### src/rtl/seletor_mapa_if.sv
`default_nettype none
// +----------------------------------------------------------------------+
// | Module   : seletor_mapa_if                                           |
// | Brief    : Map-selector bus: map words, commands and selected output |
// | Revision : 1.0                                                       |
// +----------------------------------------------------------------------+
interface seletor_mapa_if #(
    parameter int LARGURA = 7,
    parameter int N_MAPAS = 4,
    parameter int SEL_W   = 3
) ();
    logic [N_MAPAS*LARGURA-1:0] mapas;
    logic [SEL_W-1:0]           sel_in;
    logic                       carregar;
    logic                       avancar;
    logic                       modo_auto;
    logic [LARGURA-1:0]         out;
    logic [SEL_W-1:0]           sel_atual;
    logic                       troca;
    logic                       erro;

    modport master (
        output mapas, sel_in, carregar, avancar, modo_auto,
        input  out, sel_atual, troca, erro
    );

    modport slave (
        input  mapas, sel_in, carregar, avancar, modo_auto,
        output out, sel_atual, troca, erro
    );
endinterface
`default_nettype wire

### src/rtl/seletor_mapa.sv
`default_nettype none
// +----------------------------------------------------------------------+
// | Module   : seletor_mapa                                              |
// | Brief    : Registered map selector with load, step and auto-cycling  |
// | Revision : 1.0                                                       |
// +----------------------------------------------------------------------+
module seletor_mapa #(
    parameter int LARGURA = 7,
    parameter int N_MAPAS = 4,
    parameter int SEL_W   = 3,
    parameter int PERIODO = 4
) (
    input  wire logic      clk,
    input  wire logic      reset,
    seletor_mapa_if.slave  bus
);
    localparam int               c_CNT_W   = (PERIODO > 1) ? $clog2(PERIODO) : 1;
    localparam int               c_SLOTS   = 2 ** SEL_W;
    localparam logic [SEL_W:0]   c_N_MAPAS = (SEL_W + 1)'(N_MAPAS);
    localparam logic [SEL_W-1:0] c_ULTIMO  = SEL_W'(N_MAPAS - 1);
    localparam logic [c_CNT_W-1:0] c_CNT_FIM = c_CNT_W'(PERIODO - 1);

    logic [SEL_W-1:0]   sel_q,   sel_d;
    logic [LARGURA-1:0] out_q,   out_d;
    logic [c_CNT_W-1:0] cnt_q,   cnt_d;
    logic               troca_q, troca_d;
    logic               erro_q,  erro_d;

    logic               w_tick;
    logic               w_carga_ok;
    logic [SEL_W-1:0]   w_incr;
    logic [SEL_W-1:0]   w_prox;
    logic [LARGURA-1:0] w_mapa [c_SLOTS];

    // Unpopulated slots read as zero so any index value selects a defined word.
    generate
        for (genvar gi = 0; gi < c_SLOTS; gi++) begin : g_unpack
            if (gi < N_MAPAS) begin : g_valido
                assign w_mapa[gi] = bus.mapas[gi*LARGURA +: LARGURA];
            end else begin : g_vazio
                assign w_mapa[gi] = '0;
            end
        end
    endgenerate

    always_comb begin
        w_tick     = bus.modo_auto && (cnt_q == c_CNT_FIM);
        w_carga_ok = bus.carregar && ({1'b0, bus.sel_in} < c_N_MAPAS);
        w_incr     = (sel_q == c_ULTIMO) ? '0 : sel_q + 1'b1;

        w_prox = sel_q;
        erro_d = 1'b0;
        if (bus.carregar) begin
            if (w_carga_ok) begin
                w_prox = bus.sel_in;
            end else begin
                erro_d = 1'b1;
            end
        end else if (bus.avancar || w_tick) begin
            w_prox = w_incr;
        end

        // Any command, a tick, or leaving auto mode restarts the period.
        cnt_d = cnt_q + 1'b1;
        if (!bus.modo_auto || bus.carregar || bus.avancar || w_tick) begin
            cnt_d = '0;
        end

        sel_d   = w_prox;
        out_d   = w_mapa[w_prox];
        troca_d = (w_prox != sel_q);
    end

    always_ff @(posedge clk) begin
        if (reset) begin
            sel_q   <= '0;
            out_q   <= '0;
            cnt_q   <= '0;
            troca_q <= 1'b0;
            erro_q  <= 1'b0;
        end else begin
            sel_q   <= sel_d;
            out_q   <= out_d;
            cnt_q   <= cnt_d;
            troca_q <= troca_d;
            erro_q  <= erro_d;
        end
    end

    assign bus.out       = out_q;
    assign bus.sel_atual = sel_q;
    assign bus.troca     = troca_q;
    assign bus.erro      = erro_q;
endmodule
`default_nettype wire

### src/flat_wrapper.sv
// flat-port wrapper written by rule: the top's interface ports become plain ports
module seletor_mapa_flat 
#(
    parameter int LARGURA = 7,
    parameter int N_MAPAS = 4,
    parameter int SEL_W   = 3,
    parameter int PERIODO = 4
)
  (clk, reset, bus_mapas, bus_sel_in, bus_carregar, bus_avancar, bus_modo_auto, bus_out, bus_sel_atual, bus_troca, bus_erro);
  seletor_mapa_if #(.LARGURA(LARGURA), .N_MAPAS(N_MAPAS), .SEL_W(SEL_W)) bus_i ();
  input  wire logic clk;
  input  wire logic reset;
  input wire logic [$bits(bus_i.mapas)-1:0] bus_mapas;
  input wire logic [$bits(bus_i.sel_in)-1:0] bus_sel_in;
  input wire logic [$bits(bus_i.carregar)-1:0] bus_carregar;
  input wire logic [$bits(bus_i.avancar)-1:0] bus_avancar;
  input wire logic [$bits(bus_i.modo_auto)-1:0] bus_modo_auto;
  output wire logic [$bits(bus_i.out)-1:0] bus_out;
  output wire logic [$bits(bus_i.sel_atual)-1:0] bus_sel_atual;
  output wire logic [$bits(bus_i.troca)-1:0] bus_troca;
  output wire logic [$bits(bus_i.erro)-1:0] bus_erro;
  assign bus_i.mapas = bus_mapas;
  assign bus_i.sel_in = bus_sel_in;
  assign bus_i.carregar = bus_carregar;
  assign bus_i.avancar = bus_avancar;
  assign bus_i.modo_auto = bus_modo_auto;
  assign bus_out = bus_i.out;
  assign bus_sel_atual = bus_i.sel_atual;
  assign bus_troca = bus_i.troca;
  assign bus_erro = bus_i.erro;
  seletor_mapa #(.LARGURA(LARGURA), .N_MAPAS(N_MAPAS), .SEL_W(SEL_W), .PERIODO(PERIODO)) u_core (.clk(clk), .reset(reset), .bus(bus_i));
endmodule
### config.mk
export PLATFORM = sky130hd
export DESIGN_NAME = seletor_mapa_flat
export DESIGN_NICKNAME = d
export VERILOG_FILES = /design/src/rtl/seletor_mapa_if.sv /design/src/rtl/seletor_mapa.sv /design/src/flat_wrapper.sv
export SDC_FILE = /design/constraint.sdc
export NUM_CORES = 1
export LEC_CHECK = 0
export CAP_MARGIN = 10
export CELL_PAD_IN_SITES_DETAIL_PLACEMENT = 1
export CELL_PAD_IN_SITES_GLOBAL_PLACEMENT = 1
export CORE_MARGIN = 1.5
export CORE_UTILIZATION = 25
export CTS_CLUSTER_SIZE = 10
export DETAILED_ROUTE_END_ITERATION = 16
export MAX_ROUTING_LAYER = met4
export PLACE_DENSITY_LB_ADDON = 0.1
export SLEW_MARGIN = 0
export SYNTH_ARGS = -nofsm -noshare
export SYNTH_HDL_FRONTEND = slang
export SYNTH_SLANG_ARGS = --single-unit
### constraint.sdc
create_clock -name clk -period 2.55 [get_ports clk]
set_input_delay 0.51 -clock clk [delete_from_list [all_inputs] [get_ports clk]]
set_output_delay 0.51 -clock clk [all_outputs]
set_load 0.005 [all_outputs]
Yosys cells after proc, flatten, opt, wreduce, memory -nomap -nowiden
Index checks and enable logic that the tools add are counted.
{"block": "op_classes", "n_bitwise": 2, "magnitude_cmp": 2, "add_sub_neg": 2, "shift": 0, "div": 0, "n_reduce_logical": 9, "n_mul": 0, "n_mux": 8, "eq_ne": 3}
{"cell": "binary-select mux 7 bit (select 3 bit)", "n": 1}
{"cell": "two-way mux 7 bit", "n": 2}
{"cell": "two-way mux 3 bit", "n": 4}
{"cell": ">= comparator 4 bit, second input constant", "n": 1}
{"cell": "logical OR 1 bit", "n": 4}
{"cell": "NOT 3 -> 4 bit", "n": 1}
{"cell": "OR reduction 2 bit", "n": 2}
{"cell": "adder 3 x 1 -> 3 bit, second input constant", "n": 1}
{"cell": "equality test 3 x 2 -> 1 bit, second input constant", "n": 1}
{"cell": "less-than comparator 3 bit, second input constant", "n": 1}
{"cell": "inequality test 3 bit", "n": 1}
{"cell": "adder 2 x 1 -> 2 bit, second input constant", "n": 1}
{"cell": "equality test 2 bit, second input constant", "n": 1}
{"cell": "logical AND 1 bit", "n": 2}
{"cell": "zero test 1 bit", "n": 1}
{"cell": "two-way mux 1 bit", "n": 1}
{"cell": "NOT 1 bit", "n": 1}
{"block": "word_totals", "output_inout_bits": 12, "rom_bits": 0, "word_cells": 31, "memories": 0, "input_bits": 36, "ff_bits": 14, "latch_bits": 0, "ramBits": 0}

Logic depth before layout (Yosys ltp)
Gate-level depths: netlist (run 1).
{"block": "logic_depth", "ltp_word": 9, "ltp_mapped": 7, "depth_no_buf": 6}

Worst setup path after synthesis (run 1)
OpenSTA, ideal clock, no wires.
{"block": "synth_path", "path_kind": "input to register", "startpoint": "input port bus_sel_in[2]", "endpoint": "register u_core.out_q[3] (netlist: u_core.bus.out[3])", "path_slack_ns": 0.687, "path_buffers": 1, "cell_stages": 6, "t_arrival_ns": 1.735, "setup_time_ns": 0.127, "required_ns": 2.423, "cell_sequence": "mux2_4 -> a32o_2 -> a21oi_4 -> buf_12 -> mux2i_1 -> o22ai_2"}
{"block": "synth_between", "elab_chain_cells": 8}
{"item": "from (decl)", "line_no": "flat_wrapper.sv:14", "rtl": "input wire logic [$bits(bus_i.sel_in)-1:0] bus_sel_in;"}
{"item": "less-than comparator 3 bit", "line_no": "seletor_mapa.sv:48", "rtl": "w_carga_ok = bus.carregar && ({1'b0, bus.sel_in} < c_N_MAPAS);"}
{"item": "logical AND 1 bit", "line_no": "seletor_mapa.sv:48"}
{"item": "two-way mux 3 bit (*)", "line_no": "seletor_mapa.sv:54", "rtl": "if (w_carga_ok) begin"}
{"item": "two-way mux 3 bit (*)", "line_no": "seletor_mapa.sv:53", "rtl": "if (bus.carregar) begin"}
{"item": "NOT 3 -> 4 bit (implied by the code) (*)", "line_no": "seletor_mapa.sv:70", "rtl": "out_d = w_mapa[w_prox];"}
{"item": "binary-select mux 7 bit (select 3 bit) (*)", "line_no": "seletor_mapa.sv:70"}
{"item": "two-way mux 7 bit (implied by the code) (*) (2 in a row)", "line_no": "seletor_mapa.sv:70"}
{"item": "to (signal assigned)", "line_no": "seletor_mapa.sv:83", "rtl": "out_q <= out_d;"}
{"item": "to (decl)", "line_no": "seletor_mapa.sv:24", "rtl": "logic [LARGURA-1:0] out_q, out_d;"}
Every way passes the cells marked *; elsewhere a longest branch is shown, timed or not. The select of a mux whose other input is x is not followed.
A chain may end at the register's enable or synchronous reset.

Worst setup path in the final report (run 1)
Same ends and word-level chain as after synthesis.

==> results of run 1 <==
cells in the mapped netlist (2+ instances only):
library cell | instances | area share (%)
sky130_fd_sc_hd__mux2i_1 | 17 | 22
sky130_fd_sc_hd__a21oi_1 | 3 | 2.0
sky130_fd_sc_hd__nor2_1 | 6 | 3.0
sky130_fd_sc_hd__dfxtp_1 | 14 | 37
sky130_fd_sc_hd__ha_1 | 2 | 3.3
sky130_fd_sc_hd__o22ai_1 | 6 | 5.0
sky130_fd_sc_hd__xor2_1 | 3 | 3.5
sky130_fd_sc_hd__inv_1 | 3 | 1.5
registers in the layout, indices dropped and copies added, names as in the netlist:
register and flops:
u_core.cnt_q 2, u_core.bus.out 7, u_core.bus.troca 1, u_core.bus.sel_atual 3
u_core.bus.erro 1
worst paths after layout:
| path | from | end | slack [ns] | depth (start not counted) |
|---|---|---|---|---|
| worst max-delay path | bus_sel_in[2] | u_core.bus.out[3] | 0.46 | 7 |
| worst min-delay path | u_core.cnt_q[0] | u_core.cnt_q[0] | 0.43 | 1 |
| worst max register to register | u_core.cnt_q[0] | u_core.bus.troca | 0.64 | 6 |
| worst min register to register | u_core.cnt_q[0] | u_core.cnt_q[0] | 0.43 | 1 |
area by class of cell:
cell class | count | area [µm²] | area share (%)
repair buffers | 49 | 498 | 38.0
multi-input cells | 53 | 447 | 34.1
flip-flops and latches | 14 | 280 | 21.4
well taps | 31 | 38.8 | 2.96
clock buffers | 4 | 36.3 | 2.77
inverters | 3 | 11.3 | 0.859
where the power goes:
part | switching [W] | total [W] | internal [W]
clock network | 0.0000722 | 0.000159 | 0.0000868
registers | 0.00000890 | 0.000248 | 0.000239
logic | 0.0000726 | 0.000206 | 0.000133
total | 0.000154 | 0.000613 | 0.000459
cell families after synthesis:
group,after synthesis
muxes,18
and+or+nand+nor,16
AOI/OAI and AO/OA,14
DFF,14
buffers and inverters,4
xor gates and xnor gates,3
adders and majority gates,2
metrics by stage:
stage	power (W)	instances	instance area, µm²	setup slack (ns)
floorplan	0.000345	71	758	0.687
global placement	0.000457	150	1270	0.208
detailed placement	0.000462	150	1270	0.148
CTS	0.000627	154	1310	0.452
global route	0.000652	154	1310	0.389
finish	0.000613	154	1310	0.458
worst max-delay path, stage by stage:
cell                              delay, ns
sky130_fd_sc_hd__clkdlybuf4s50_1       0.55
sky130_fd_sc_hd__mux2_4                0.31
sky130_fd_sc_hd__a32o_2                0.24
sky130_fd_sc_hd__a21oi_4               0.14
sky130_fd_sc_hd__buf_12                0.18
sky130_fd_sc_hd__mux2i_1               0.23
sky130_fd_sc_hd__o22ai_2               0.09
layer usage:
layer / track usage [%] / vias up / wire, µm / part of all wire [%]
met1: 13.0 / 340 / 806 / 40
met4: 4.98 / 0 / 16 / 0.79
met3: 6.03 / 2 / 233 / 11
met5: - / - / 0 / 0
li1: - / 365 / - / -
met2: 22.7 / 34 / 971 / 48
==> reports/results.tsv, run 1 <==
metric	value	unit
cts.repair.resized	0	
outcome	completed	
yosysWarningCount	0	
post_synth_and_or_nand_nor_area_fraction	13.0	%
maxcap_viol_count	0	
ctsHtreeMaxLevel	1	
grt_antenna_before_repair	0	
antenna_violating_nets_remaining	0	
area_grow_syn2layout	72.9	%
gp_routability_congestion	0.804	
layout.cells.most_common	sky130_fd_sc_hd__clkdlybuf4s50_1	
layout.core_utilization	46.7	%
synth_compound_gate_area_share	14.7	%
initial_utilization	27.0	%
post_synth_xor_area_fraction	3.47	%
most_frequent_cells_in_the_layout	sky130_fd_sc_hd__clkdlybuf4s50_1, sky130_fd_sc_hd__mux2i_1, sky130_fd_sc_hd__dfxtp_1	
min_path_type	reg2reg	
worst_ep_arrival_time	2.26	ns
ys_types	25	
grt_first_pass_wirelength	3.28	mm
post-route-min-period	2.09	ns
tightestPinTransition	0.325	ns
maximum_number_of_pins_on_one_net_before_global_route_repair	17	
postSynthAreaPerCell	10.7	µm²
post-dp-hpwl	1.68	mm
die_y	58.1	µm
cp-start-kind	primary input	
maximum_clock_skew_at_final_layout	0.00741	ns
report.final.hold_viol_count	0	
clk_path_buf_depth	2	
syn_area	758	µm²
clk_latency	0.28	ns
cts_num_sinks	14	
rows	19	
required_time_at_the_worst_slack_endpoint	2.71	ns
post_synth_fa_ha_maj_area_fraction	3.30	%
setup_viol_count_final	0	
relSlewSlack	78.3	%
timing.final.crit_share	82.1	%
antennaDiodeCount	0	
total_i_o_pin_count	48	
core_region_area	2810	µm²
crit_type	in2reg	
p_per_area	467	nW/µm²
critical_path.endpoint_type	flip-flop	
finalHoldWorstSlack	0.430	ns
drt-pass1-iter-count	6	
die_area	3370	µm²
first_global_vias	755	
detail_route.wl_per_cell	13.2	µm
synth_mux_area_share	24.4	%
crit_path_max_fanout	16	
vdd.ir_drop.worst	173	µV
async_reset_ff_share	0	%
report.final.slew_viol_count	0	
post_route_cells_drive_above_1_share	10.6	%
first_iter_violations	22	
cellLeakagePower	0.569	nW
cts.reportedPaths.clkPinSlew	0.09	ns
seq_cells_post_synth	14	
tritoncts	built	
clock_buffers_created_by_tritoncts	3	
synth_flop_cell	sky130_fd_sc_hd__dfxtp_1	
detailroute.via_count	741	
num-nets-final	162	
remaining_drc_errors	0	
number_of_enable_type_register_cells_in_the_synthesized_netlist	0	
syn_nets	109	
postCtsSetupRepairBufs	0	
cts_hold_buf	0	
port_buffers	47	
grt-ovfl-total	0	
max_freq	478	MHz
layout.filler_cells	321	
grtUsageTotal	13.2	%
register_area_share_after_synthesis	37.0	%
rsz0062_at_grt	false	
synth_top_family_by_area	multiplexers	
cells_after_synthesis	71	
dieWidth	58.1	µm
vias_per_cell	4.81	
setup_total_negative_slack	0	ns
cts.root.buffer_cell	sky130_fd_sc_hd__clkbuf_4	
totalWireLength	2.03	mm
(Power assumes the default switching activity.)
==> run 2, diff against run 1 <==
- clock period: 2.55 -> 2 ns (I/O delays scaled with it)
==> run 2 against run 1 <==
Effect of this change: sequential share of layout area shrank 1.3 points; critical path type unchanged; sequential power up 28%; non-clock buffer count up 9.
==> reports/results.tsv, run 2 (synthesis results as in run 1) <==
metric	value	unit
min_path_type	reg2reg	
drt-pass1-iter-count	6	
die_area	3370	µm²
report.final.hold_viol_count	0	
vias_per_cell	4.89	
core_region_area	2810	µm²
post-route-min-period	1.91	ns
antennaDiodeCount	0	
maxcap_viol_count	0	
gp_routability_congestion	0.756	
post-route-worst-setup-slack	0.0933	ns
tightestPinTransition	0.413	ns
clk_path_buf_depth	2	
worst_ep_arrival_time	2.08	ns
maximum_number_of_pins_on_one_net_before_global_route_repair	12	
num-nets-final	171	
vdd.ir_drop.worst	209	µV
cp-start-kind	primary input	
rows	19	
port_buffers	47	
dp_slack	-0.221	ns
largest_reg_flops	7	
post-dp-hpwl	1.77	mm
grtUsageTotal	13.6	%
cellLeakagePower	0.619	nW
cts.reportedPaths.clkPinSlew	0.09	ns
outcome	completed	
clock_power_share	25.6	%
grt_antenna_before_repair	0	
critical_path.endpoint_type	flip-flop	
cts_hold_buf	0	
totalWireLength	2.13	mm
antenna_violating_nets_remaining	0	
grt_first_pass_wirelength	3.37	mm
detailroute.via_count	797	
cts_num_sinks	14	
detail_route.wl_per_cell	13.1	µm
relSlewSlack	72.5	%
setup_viol_count_final	0	
max_freq	524	MHz
grt-ovfl-total	0	
post_route_cells_drive_above_1_share	17.4	%
p_per_area	579	nW/µm²
internal-power	0.000602	W
first_iter_violations	13	
seq_power_share	39.3	%
initial_utilization	27.0	%
timing.final.crit_share	95.3	%
rsz0062_at_grt	false	
crit_path_max_fanout	11	
ctsHtreeMaxLevel	1	
tritoncts	built	
total_switching_power	0.000204	W
required_time_at_the_worst_slack_endpoint	2.17	ns
cts.repair.resized	0	
maximum_clock_skew_at_final_layout	0.00401	ns
dieWidth	58.1	µm
remaining_drc_errors	0	
most_frequent_cells_in_the_layout	sky130_fd_sc_hd__clkdlybuf4s50_1, sky130_fd_sc_hd__mux2i_1, sky130_fd_sc_hd__dfxtp_1	
crit_type	in2reg	
first_global_vias	799	
total_i_o_pin_count	48	
clk_latency	0.28	ns
power_switching_share	25.3	%
comb_power_share	35.1	%
design_power_total	0.000806	W
area_grow_syn2layout	83.8	%
clock_buffers_created_by_tritoncts	3	
layout.cells.most_common	sky130_fd_sc_hd__clkdlybuf4s50_1	
die_y	58.1	µm
report.final.slew_viol_count	0	
cts.root.buffer_cell	sky130_fd_sc_hd__clkbuf_4	
postCtsSetupRepairBufs	0	
-- run 2: cell types whose count changed in the layout (fill, tap and decap cells not counted) --
cell	previous run	this run
sky130_fd_sc_hd__buf_4	1	9
sky130_fd_sc_hd__buf_12	1	2
sky130_fd_sc_hd__nand2b_1	1	0
sky130_fd_sc_hd__nand2b_2	0	1
-- run 2: power by group through the flow --
stage               registers, W  clock network, W  logic, W
floorplan               0.000326                 0  0.000114
finish                  0.000317          0.000207  0.000283
detailed placement      0.000324                 0  0.000284
global route            0.000320          0.000233  0.000307
CTS                     0.000318          0.000220  0.000285
global placement        0.000323                 0  0.000279
-- run 2: critical path, stage by stage --
cell and delay [ns]:
sky130_fd_sc_hd__clkdlybuf4s50_1 0.50, sky130_fd_sc_hd__mux2_4 0.31, sky130_fd_sc_hd__a32o_2 0.24, sky130_fd_sc_hd__a21oi_4 0.15
sky130_fd_sc_hd__buf_12 0.16, sky130_fd_sc_hd__mux2i_1 0.22, sky130_fd_sc_hd__o22ai_2 0.09
-- run 2: final cells by class --
| cell class | count | area (µm²) |
|---|---|---|
| repair buffers | 58 | 578 |
| clock buffers | 4 | 36.3 |
| multi-input cells | 53 | 449 |
| well taps | 31 | 38.8 |
| inverters | 3 | 11.3 |
| fillers | 334 | 1410 |
| flip-flops and latches | 14 | 280 |
-- run 2: path summary, 6_finish.rpt --
check,cells past startpoint,from,slack (ns),endpoint
max,7,bus_sel_in[2],0.09,u_core.bus.out[3]
min,1,u_core.cnt_q[0],0.42,u_core.cnt_q[0]
max reg2reg,6,u_core.cnt_q[0],0.17,u_core.bus.troca
min reg2reg,1,u_core.cnt_q[0],0.42,u_core.cnt_q[0]
-- run 2: per-stage QoR --
step	hold WS (ns)	TNS [ns]	instance area [µm²]	util [%]	instances
finish	0.424	0	1390	49.7	163
global route	0.458	0	1390	49.7	163
floorplan	0.398	0	758	-	71
CTS	0.433	0	1390	49.6	163
detailed placement	0.419	-1.53	1360	48.3	159
global placement	0.408	-1.28	1360	48.3	159
-- run 2: routing by layer --
| metal | GRT usage, % | vias to the layer above | wire length (µm) |
|---|---|---|---|
| met1 | 14.6 | 384 | 844 |
| met3 | 4.69 | 0 | 212 |
| met4 | 3.99 | 0 | 0 |
| met2 | 23.4 | 32 | 1080 |
| met5 | - | - | 0 |
| li1 | - | 381 | - |
